==> config.mk <==
export PLATFORM = sky130hd
export DESIGN_NAME = output_port_allocator
export DESIGN_NICKNAME = d
export VERILOG_FILES = /design/src/rtl/noc_pkg.sv /design/src/rtl/output_port_allocator_rr_arbiter5.sv /design/src/rtl/output_port_allocator.sv
export SDC_FILE = /design/constraint.sdc
export NUM_CORES = 1
export LEC_CHECK = 0
export ABC_AREA = 1
export CELL_PAD_IN_SITES_DETAIL_PLACEMENT = 1
export CELL_PAD_IN_SITES_GLOBAL_PLACEMENT = 1
export CORE_ASPECT_RATIO = 1.5
export CORE_MARGIN = 4
export CORE_UTILIZATION = 35
export DETAILED_ROUTE_END_ITERATION = 10
export PLACE_DENSITY = 0.8
export SYNTH_ARGS = -nofsm -noshare
export SYNTH_HDL_FRONTEND = slang
export SYNTH_HIERARCHICAL = 1
export SYNTH_SLANG_ARGS = --single-unit
export TNS_END_PERCENT = 100
==> constraint.sdc <==
create_clock -name clk_i -period 9.1 [get_ports clk_i]
set_input_delay 1.365 -clock clk_i [delete_from_list [all_inputs] [get_ports clk_i]]
set_output_delay 1.365 -clock clk_i [all_outputs]
set_load 0.01 [all_outputs]
==> src/rtl/noc_pkg.sv <==
// Shared NoC definitions: port encodings, flit types, and the output-allocator state enum.
package noc_pkg;

  localparam int NUM_PORTS  = 5;
  localparam int FLIT_WIDTH = 32;

  localparam int IDX_INJ   = 0;
  localparam int IDX_NORTH = 1;
  localparam int IDX_SOUTH = 2;
  localparam int IDX_WEST  = 3;
  localparam int IDX_EAST  = 4;

  localparam logic [2:0] PORT_INJ   = 3'b000;
  localparam logic [2:0] PORT_NORTH = 3'b001;
  localparam logic [2:0] PORT_SOUTH = 3'b010;
  localparam logic [2:0] PORT_WEST  = 3'b011;
  localparam logic [2:0] PORT_EAST  = 3'b100;

  localparam logic [1:0] FLIT_HEAD = 2'b01;
  localparam logic [1:0] FLIT_BODY = 2'b10;
  localparam logic [1:0] FLIT_TAIL = 2'b11;

  typedef enum logic [1:0] {
    ST_FREE    = 2'd0,
    ST_OWNED   = 2'd1,
    ST_GRANTED = 2'd2
  } alloc_state_e;

  // Requester index following i, wrapping 4 -> 0.
  function automatic logic [2:0] next_idx(input logic [2:0] i);
    return (i == 3'd4) ? 3'd0 : i + 3'd1;
  endfunction

endpackage

==> src/rtl/output_port_allocator_rr_arbiter5.sv <==
// Combinational 5-way round-robin picker; search starts at ptr_i and wraps.
module rr_arbiter5
  import noc_pkg::*;
(
  input  logic [4:0] req_i,
  input  logic [2:0] ptr_i,
  output logic [4:0] gnt_o,
  output logic [2:0] idx_o,
  output logic       any_o
);

  logic [2:0] cand;

  always_comb begin
    gnt_o = '0;
    idx_o = '0;
    any_o = 1'b0;
    cand  = ptr_i;
    for (int i = 0; i < NUM_PORTS; i++) begin
      if (!any_o && req_i[cand]) begin
        any_o       = 1'b1;
        idx_o       = cand;
        gnt_o[cand] = 1'b1;
      end
      cand = next_idx(cand);
    end
  end

endmodule

==> src/rtl/output_port_allocator.sv <==
// One router output port: packet-level ownership by round-robin, per-flit switch
// grants gated by downstream credits, and crossbar select/enable for the owner.
module output_port_allocator
  import noc_pkg::*;
#(
  parameter int PORT_ID    = 1,
  parameter int BUFF_DEPTH = 8,
  parameter int XBAR_DLY   = 2
) (
  input  logic       clk_i,
  input  logic       rst_ni,
  input  logic [4:0] vc_req_i,
  input  logic [4:0] sw_req_i,
  input  logic [4:0] release_i,
  input  logic       credit_in_i,
  output logic [4:0] vc_gnt_o,
  output logic [4:0] sw_gnt_o,
  output logic       usage_o,
  output logic [7:0] buff_count_o,
  output logic [2:0] xbar_sel_o,
  output logic       xbar_en_o,
  output logic       credit_err_o
);

  localparam logic [1:0] S_FREE    = ST_FREE;
  localparam logic [1:0] S_OWNED   = ST_OWNED;
  localparam logic [1:0] S_GRANTED = ST_GRANTED;

  // PORT_ID 0 is the injection port, which may legally send back to itself.
  localparam logic [4:0] REQ_MASK = (PORT_ID == 0) ? 5'b11111 : ~(5'b00001 << PORT_ID);
  localparam logic [7:0] DEPTH    = 8'(BUFF_DEPTH);

  function automatic logic [7:0] credit_next(input logic [7:0] c, input logic inc,
                                             input logic dec);
    if (dec && !inc)                    return c - 8'd1;
    else if (inc && !dec && c < DEPTH)  return c + 8'd1;
    else                                return c;
  endfunction

  function automatic logic credit_ovf(input logic [7:0] c, input logic inc, input logic dec);
    return inc && !dec && (c >= DEPTH);
  endfunction

  logic [1:0]          state_q, state_d;
  logic [2:0]          owner_q, owner_d;
  logic [2:0]          rr_ptr_q, rr_ptr_d;
  logic [4:0]          vc_gnt_q, vc_gnt_d;
  logic [4:0]          sw_gnt_q, sw_gnt_d;
  logic [7:0]          buff_q, buff_d;
  logic                err_q, err_d;
  logic [XBAR_DLY-1:0] xbar_dly_q;
  logic                sw_take;

  logic [4:0] arb_gnt;
  logic [2:0] arb_idx;
  logic       arb_any;

  rr_arbiter5 u_arb (
    .req_i (vc_req_i & REQ_MASK),
    .ptr_i (rr_ptr_q),
    .gnt_o (arb_gnt),
    .idx_o (arb_idx),
    .any_o (arb_any)
  );

  always_comb begin
    state_d  = state_q;
    owner_d  = owner_q;
    rr_ptr_d = rr_ptr_q;
    vc_gnt_d = '0;
    sw_gnt_d = '0;
    sw_take  = 1'b0;
    case (state_q)
      S_FREE: begin
        if (arb_any) begin
          vc_gnt_d = arb_gnt;
          owner_d  = arb_idx;
          rr_ptr_d = next_idx(arb_idx);
          state_d  = S_OWNED;
        end
      end
      S_OWNED: begin
        // Tail release wins over a same-cycle flit request.
        if (release_i[owner_q]) begin
          state_d = S_FREE;
        end else if (sw_req_i[owner_q] && (buff_q != 8'd0)) begin
          sw_gnt_d[owner_q] = 1'b1;
          sw_take           = 1'b1;
          state_d           = S_GRANTED;
        end
      end
      S_GRANTED: state_d = release_i[owner_q] ? S_FREE : S_OWNED;
      default:   state_d = S_FREE;
    endcase
  end

  always_comb begin
    buff_d = credit_next(buff_q, credit_in_i, sw_take);
    err_d  = err_q | credit_ovf(buff_q, credit_in_i, sw_take);
  end

  always_ff @(posedge clk_i) begin
    if (!rst_ni) begin
      state_q    <= S_FREE;
      owner_q    <= '0;
      rr_ptr_q   <= '0;
      vc_gnt_q   <= '0;
      sw_gnt_q   <= '0;
      buff_q     <= DEPTH;
      err_q      <= 1'b0;
      xbar_dly_q <= '0;
    end else begin
      state_q       <= state_d;
      owner_q       <= owner_d;
      rr_ptr_q      <= rr_ptr_d;
      vc_gnt_q      <= vc_gnt_d;
      sw_gnt_q      <= sw_gnt_d;
      buff_q        <= buff_d;
      err_q         <= err_d;
      // Crossbar enable trails the switch grant by XBAR_DLY cycles.
      xbar_dly_q[0] <= |sw_gnt_q;
      for (int i = 1; i < XBAR_DLY; i++) xbar_dly_q[i] <= xbar_dly_q[i-1];
    end
  end

  assign vc_gnt_o     = vc_gnt_q;
  assign sw_gnt_o     = sw_gnt_q;
  assign usage_o      = (state_q != S_FREE);
  assign buff_count_o = buff_q;
  assign xbar_sel_o   = owner_q;
  assign xbar_en_o    = xbar_dly_q[XBAR_DLY-1];
  assign credit_err_o = err_q;

endmodule

**Word-level counts from Yosys, hierarchy flattened**

Cells that the tools add are included.

- Bits of input ports: 18
- Output and inout bits: 24
- Logic and storage cells: 132
- Register bits after elaboration: 29

- Order comparisons: 14
- Add/sub/neg operators: 7
- Bitwise logic cells: 8
- Equal/unequal tests: 9
- Mux-type cells: 56
- Reduce and logical (&&, ||, !) cells: 30

Operator list:

| cell | number |
|---|---|
| two-way mux 3 bit | 10 |
| two-way mux 5 bit | 5 |
| less-than comparator 3 x 4 -> 1 bit (second input constant) | 6 |
| two-way mux 1 bit | 22 |
| binary-select mux 1 bit (select 3 bit) | 7 |
| OR 5 bit | 4 |
| demux 1 bit (select 3 bit) | 6 |
| >= comparator 3 x 1 -> 1 bit (second input constant) | 6 |
| two-way mux 8 bit | 2 |
| adder 3 x 1 -> 3 bit (second input constant) | 5 |
| equality test 3 bit (second input constant) | 5 |
| logical AND 1 bit | 15 |
| adder 8 x 1 -> 8 bit (second input constant) | 1 |
| >= comparator 8 x 4 -> 1 bit (second input constant) | 1 |
| less-than comparator 8 x 4 -> 1 bit (second input constant) | 1 |
| nonzero test 8 bit | 1 |
| subtractor 8 x 1 -> 8 bit (second input constant) | 1 |
| logical NOT 1 bit | 6 |
| two-way mux 2 bit | 3 |
| case mux 2 bit (3 select lines) | 1 |
| OR reduction 5 bit | 1 |
| AND reduction 2 bit | 2 |
| nonzero test 2 bit | 2 |
| OR reduction 4 bit | 1 |
| 8 further kinds | 10 |

**Longest topological paths before layout**

- Depth in word-level cells: 17
- Depth in mapped cells: 29
- Depth with buffers taken out: 27

**Cells and area by module**

Netlist, hierarchy kept.

By module, submodules not included:

| module | cells an instance | area each (um2) | sequential area each (um2) | times used |
|---|---|---|---|---|
| output_port_allocator | 192 | 1492.7 | 580.6 | 1 |
| rr_arbiter5 | 204 | 1178.6 | 0.0 | 1 |

**Worst setup path after synthesis**

Ideal clock, no wire load.

- Kind: register to register
- From: register rr_ptr_q[0]
- To: register rr_ptr_q[1]
- Data required time: 8.984 ns
- Slack: 5.680 ns
- Cell stages (with the launch flop): 24
- Arrival: 3.304 ns
- Period minus slack after synthesis: 3.420 ns
- Setup time: 0.116 ns
- Buffers on the path: 2
- Path through: dfxtp_1 > buf_4 > inv_4 > ha_1 > nand2_1 > nand2_2 > buf_6 > ha_1 > nand3_4 > nand2_4 > ha_1 > inv_1 > nand3_1 > nand2_4 > inv_2 > nor2_1 > nand3_2 > nand2_4 > nand3_1 > nand2_1 > inv_1 > ha_1 > o21ai_0 > nor2_1

- Cells in the longest elaborated chain, start to end: 17
- Elaborated cells between the ends (all ways): 44
- Those cells by class: add/sub: 5; eq/ne: 5; mux: 25; reduce/logical: 9

RTL lines:

| element | line | text |
|---|---|---|
| from (decl) | output_port_allocator.sv:46 | `logic [2:0] rr_ptr_q, rr_ptr_d;` |
| from (signal assigned) | output_port_allocator.sv:115 | `rr_ptr_q <= rr_ptr_d;` |
| branches (longest 14 deep; another with adder 3 x 1 -> 3 bit) | - |  |
| two-way mux 3 bit (*) | output_port_allocator_rr_arbiter5.sv:20 | `if (!any_o && req_i[cand]) begin` |
| named net arb_idx[0] | output_port_allocator.sv:55 | `logic [2:0] arb_idx;` |
| adder 3 x 1 -> 3 bit / equality test 3 bit (equally long branches) | noc_pkg.sv:31 | `return (i == 3'd4) ? 3'd0 : i + 3'd1;` |
| two-way mux 3 bit (*) | noc_pkg.sv:31 |  |

Mark *: on every way through the listed nets, which the timed path passes. The select of a mux whose other input is x is not followed.
A chain may end at the register's enable or synchronous reset.

**Worst setup path in the final report**

- From: register rr_ptr_q[0]
- To: register rr_ptr_q[2]

Same word-level chain as after synthesis.

==> flow_metrics.env <==
export IMPL_die_w_um=79.3
export IMPL_final_antenna_net_count=0
export IMPL_yosys_top_cells_count="nand2_1, inv_1, nand3_1, nor2_1, dfxtp_1"
export IMPL_max_stage_delay_ns=0.62
export IMPL_drt_total_wl_mm=7.16
export IMPL_boundaryPins=42
export IMPL_vias=2622
export IMPL_seq_area_um2=581
export IMPL_port_buffers=40
export IMPL_ys_seq_area_frac=0.217
export IMPL_grt_ovfl_total=0
export IMPL_synth_top_area_frac=0.217
export IMPL_synth_edf_count=0
export IMPL_yosys_warnings=6
export IMPL_multi_input_area_um2=1770
export IMPL_critPathCaptureType="register"
export IMPL_cp_max_fo=13
export IMPL_fp_row_count=38
export IMPL_pwr_share_comb=0.747
export IMPL_cts_hold_buffers_added=0
export IMPL_syn_avg_cell_area_um2=6.75
export IMPL_async_reset_ff_frac=0
export IMPL_grt_pass1_wl_mm=12.4
export IMPL_drive_gt1_frac=0.150
export IMPL_period_needed_ns=4.01
export IMPL_antenna_found_initial=0
export IMPL_p_sw_uw=658
export IMPL_max_slew_margin=0.570
export IMPL_n_fill_cell=997
export IMPL_ys_flop_type="dfxtp_1"
export IMPL_min_path_type="register to register"
export IMPL_slowest_stage="dfxtp_1"
export IMPL_drt_iter0_markers=79
export IMPL_clkLatencyLatePin_ns=0.28
export IMPL_n_antenna_cell=0
export IMPL_seq_power_share=0.166
export IMPL_clockBufferDepth=2
export IMPL_place_gp_congestion=0.853
export IMPL_syn2layout_area_growth_pct=20.1
export IMPL_initial_core_util=0.365
export IMPL_max_slew_worst_pin_slew_ns=0.643
export IMPL_tns_ns=0
export IMPL_skew_ns=0.00555
export IMPL_synth_most_common_cell="nand2_1"
export IMPL_die_h_um=115
export IMPL_crit_chain="inv_4, ha_1, nand2_1, nand2_2, ha_1, inv_1, ha_1, inv_1, nand3_1, nand2_4, inv_2, nor2_1, nand3_2, nand2_4, nand3_1, nand2_1, inv_1, ha_1, nand2_1, nand2_1, nor2_1, a21oi_1, nor2_1"
export IMPL_nets=473
export IMPL_drc=0
export IMPL_powerDensity_nw_per_um2=366
export IMPL_dieArea_um2=9120
export IMPL_grt_setup_unrepaired="false"
export IMPL_drv_slew=0
export IMPL_synth_seq_cells=29
export IMPL_syn_area_um2=2670
export IMPL_min_period_over_period=0.441
export IMPL_status="completed"
export IMPL_crit_arrival_ns=4.23
export IMPL_finalHoldViolations=0
export IMPL_fin_total_pwr_mw=1.18
export IMPL_post_place_ws_ns=5.03
export IMPL_power_share_clock=0.087
export IMPL_path_class="register to register"
export IMPL_drv_cap=0
export IMPL_p_sw_frac=0.560
export IMPL_cts_resized=0
export IMPL_path_clk_slew_ns=0.06
export IMPL_cp_start_kind="register"
export IMPL_cts_tree="built"
export IMPL_drtPass1Iterations=4
export IMPL_cts_buffers=5
export IMPL_postSynthCellCount=396
export IMPL_dp_hpwl_mm=5.90
export IMPL_coreArea_um2=7320
export IMPL_root_buffer="clkbuf_8"
export IMPL_cts_sinks=29
export IMPL_setup_viol=0
export IMPL_leakage_nw=1.47
export IMPL_yosysTopAreaCell="dfxtp_1"
export IMPL_irDropWorstVdd_uv=139
export IMPL_grt_max_degree=18
export IMPL_viasPerCell=4.86
export IMPL_ys_top_cells_by_area="dfxtp_1, nand2_1, nand3_1"
export IMPL_internal_power_uw=518
export IMPL_detail_route_wl_per_cell_um=13.3
export IMPL_max_freq_mhz=249
export IMPL_synth_distinct_cells=44
export IMPL_postCtsSetupBuffers=0
export IMPL_grt_pass1_vias=2785
export IMPL_h_tree_depth=2
export IMPL_worstPathRequired_ns=9.32
export IMPL_fin_ws_ns=5.09
export IMPL_gr_usage_all_layers=0.167
==> routing by layer <==
| layer | GRT usage | wire length (um) | vias to the layer above |
|---|---|---|---|
| met1 | 0.176 | 2860 | 1212 |
| met2 | 0.340 | 4010 | 38 |
| met3 | 0.0133 | 149 | 11 |
| li1 | - | - | 1361 |
| met5 | 0 | 0 | - |
| met4 | 0.0528 | 130 | 0 |
==> sequential cells by signal, summed over array words and instances, names as in the netlist <==
signal	cells
vc_gnt_o	5
state_q	2
rr_ptr_q	3
credit_err_o	1
xbar_sel_o	3
xbar_dly_q	2
buff_count_o	8
sw_gnt_o	5
==> per-stage QoR <==
stage	cells	util	area [um^2]	hold slack, ns
detailed placement	532	0.427	3130	0.409
floorplan	399	-	2680	0.390
global placement	532	0.427	3130	0.398
finish	540	0.438	3210	0.420
CTS	540	0.438	3210	0.424
global route	540	0.438	3210	0.445
==> final timing paths <==
path	cells after the start	endpoint	slack, ns	startpoint
min reg2reg	2	xbar_dly_q[1]$_SDFF_PN0_	0.42	xbar_dly_q[0]$_SDFF_PN0_
min	2	xbar_dly_q[1]$_SDFF_PN0_	0.42	xbar_dly_q[0]$_SDFF_PN0_
max reg2reg	23	rr_ptr_q[2]$_SDFFE_PN0P_	5.09	rr_ptr_q[0]$_SDFFE_PN0P_
max	23	rr_ptr_q[2]$_SDFFE_PN0P_	5.09	rr_ptr_q[0]$_SDFFE_PN0P_
==> cells in the final DEF (no fill, tap or decap), types with 3 or more instances in the layout <==
master	n
o21ai_2	3
xor2_1	3
nand3_2	7
dfxtp_1	29
xnor2_1	3
nor2_2	6
conb_1	4
a21oi_2	4
clkbuf_8	5
nand2_1	74
a21oi_1	17
nor2_1	44
clkdlybuf4s50_1	40
inv_2	7
nand2_2	10
nand3_4	4
nor4_1	4
inv_1	57
nand2_4	10
o211ai_1	3
nor3_1	4
nand3_1	44
o21ai_0	13
nor2_4	3
ha_1	15
nand4_1	5
==> cell type report <==
class / instances / share of cell area
multi-input cells: 298 / 0.553
flip-flops and latches: 29 / 0.181
repair buffers: 40 / 0.125
inverters: 65 / 0.0768
well taps: 100 / 0.0390
clock buffers: 6 / 0.0226
clock inverters: 2 / 0.00312
==> kinds of logic (layout without fill, tap and decap cells) <==
| family | after synthesis | in the layout | synth area share |
|---|---|---|---|
| buffers and inverters | 72 | 113 | 0.123 |
| AOI/OAI and AO/OA | 51 | 51 | 0.118 |
| xor gates and xnor gates | 6 | 6 | 0.0197 |
| other | 1 | 4 | 0.00140 |
| DFF | 29 | 29 | 0.217 |
| and+or+nand+nor | 221 | 221 | 0.443 |
| adders and majority gates | 16 | 16 | 0.0778 |
==> power by group through the flow <==
stage | clock network (mW) | registers [mW] | logic [mW]
3_5_place_dp | 0 | 0.198 | 0.881
2_1_floorplan | 0 | 0.193 | 0.694
5_1_grt | 0.111 | 0.202 | 0.994
3_3_place_gp | 0 | 0.198 | 0.859
6_report | 0.102 | 0.195 | 0.878
4_1_cts | 0.105 | 0.196 | 0.885
==> critical path: cells and delay by family (launching register included) <==
| kind | cells | cell delay [ns] |
|---|---|---|
| adders and majority gates | 4 | 1.20 |
| DFF | 1 | 0.62 |
| and+or+nand+nor | 13 | 1.52 |
| AOI/OAI and AO/OA | 1 | 0.05 |
| buffers and inverters | 5 | 0.55 |
Power figures use the tool's default switching activity.
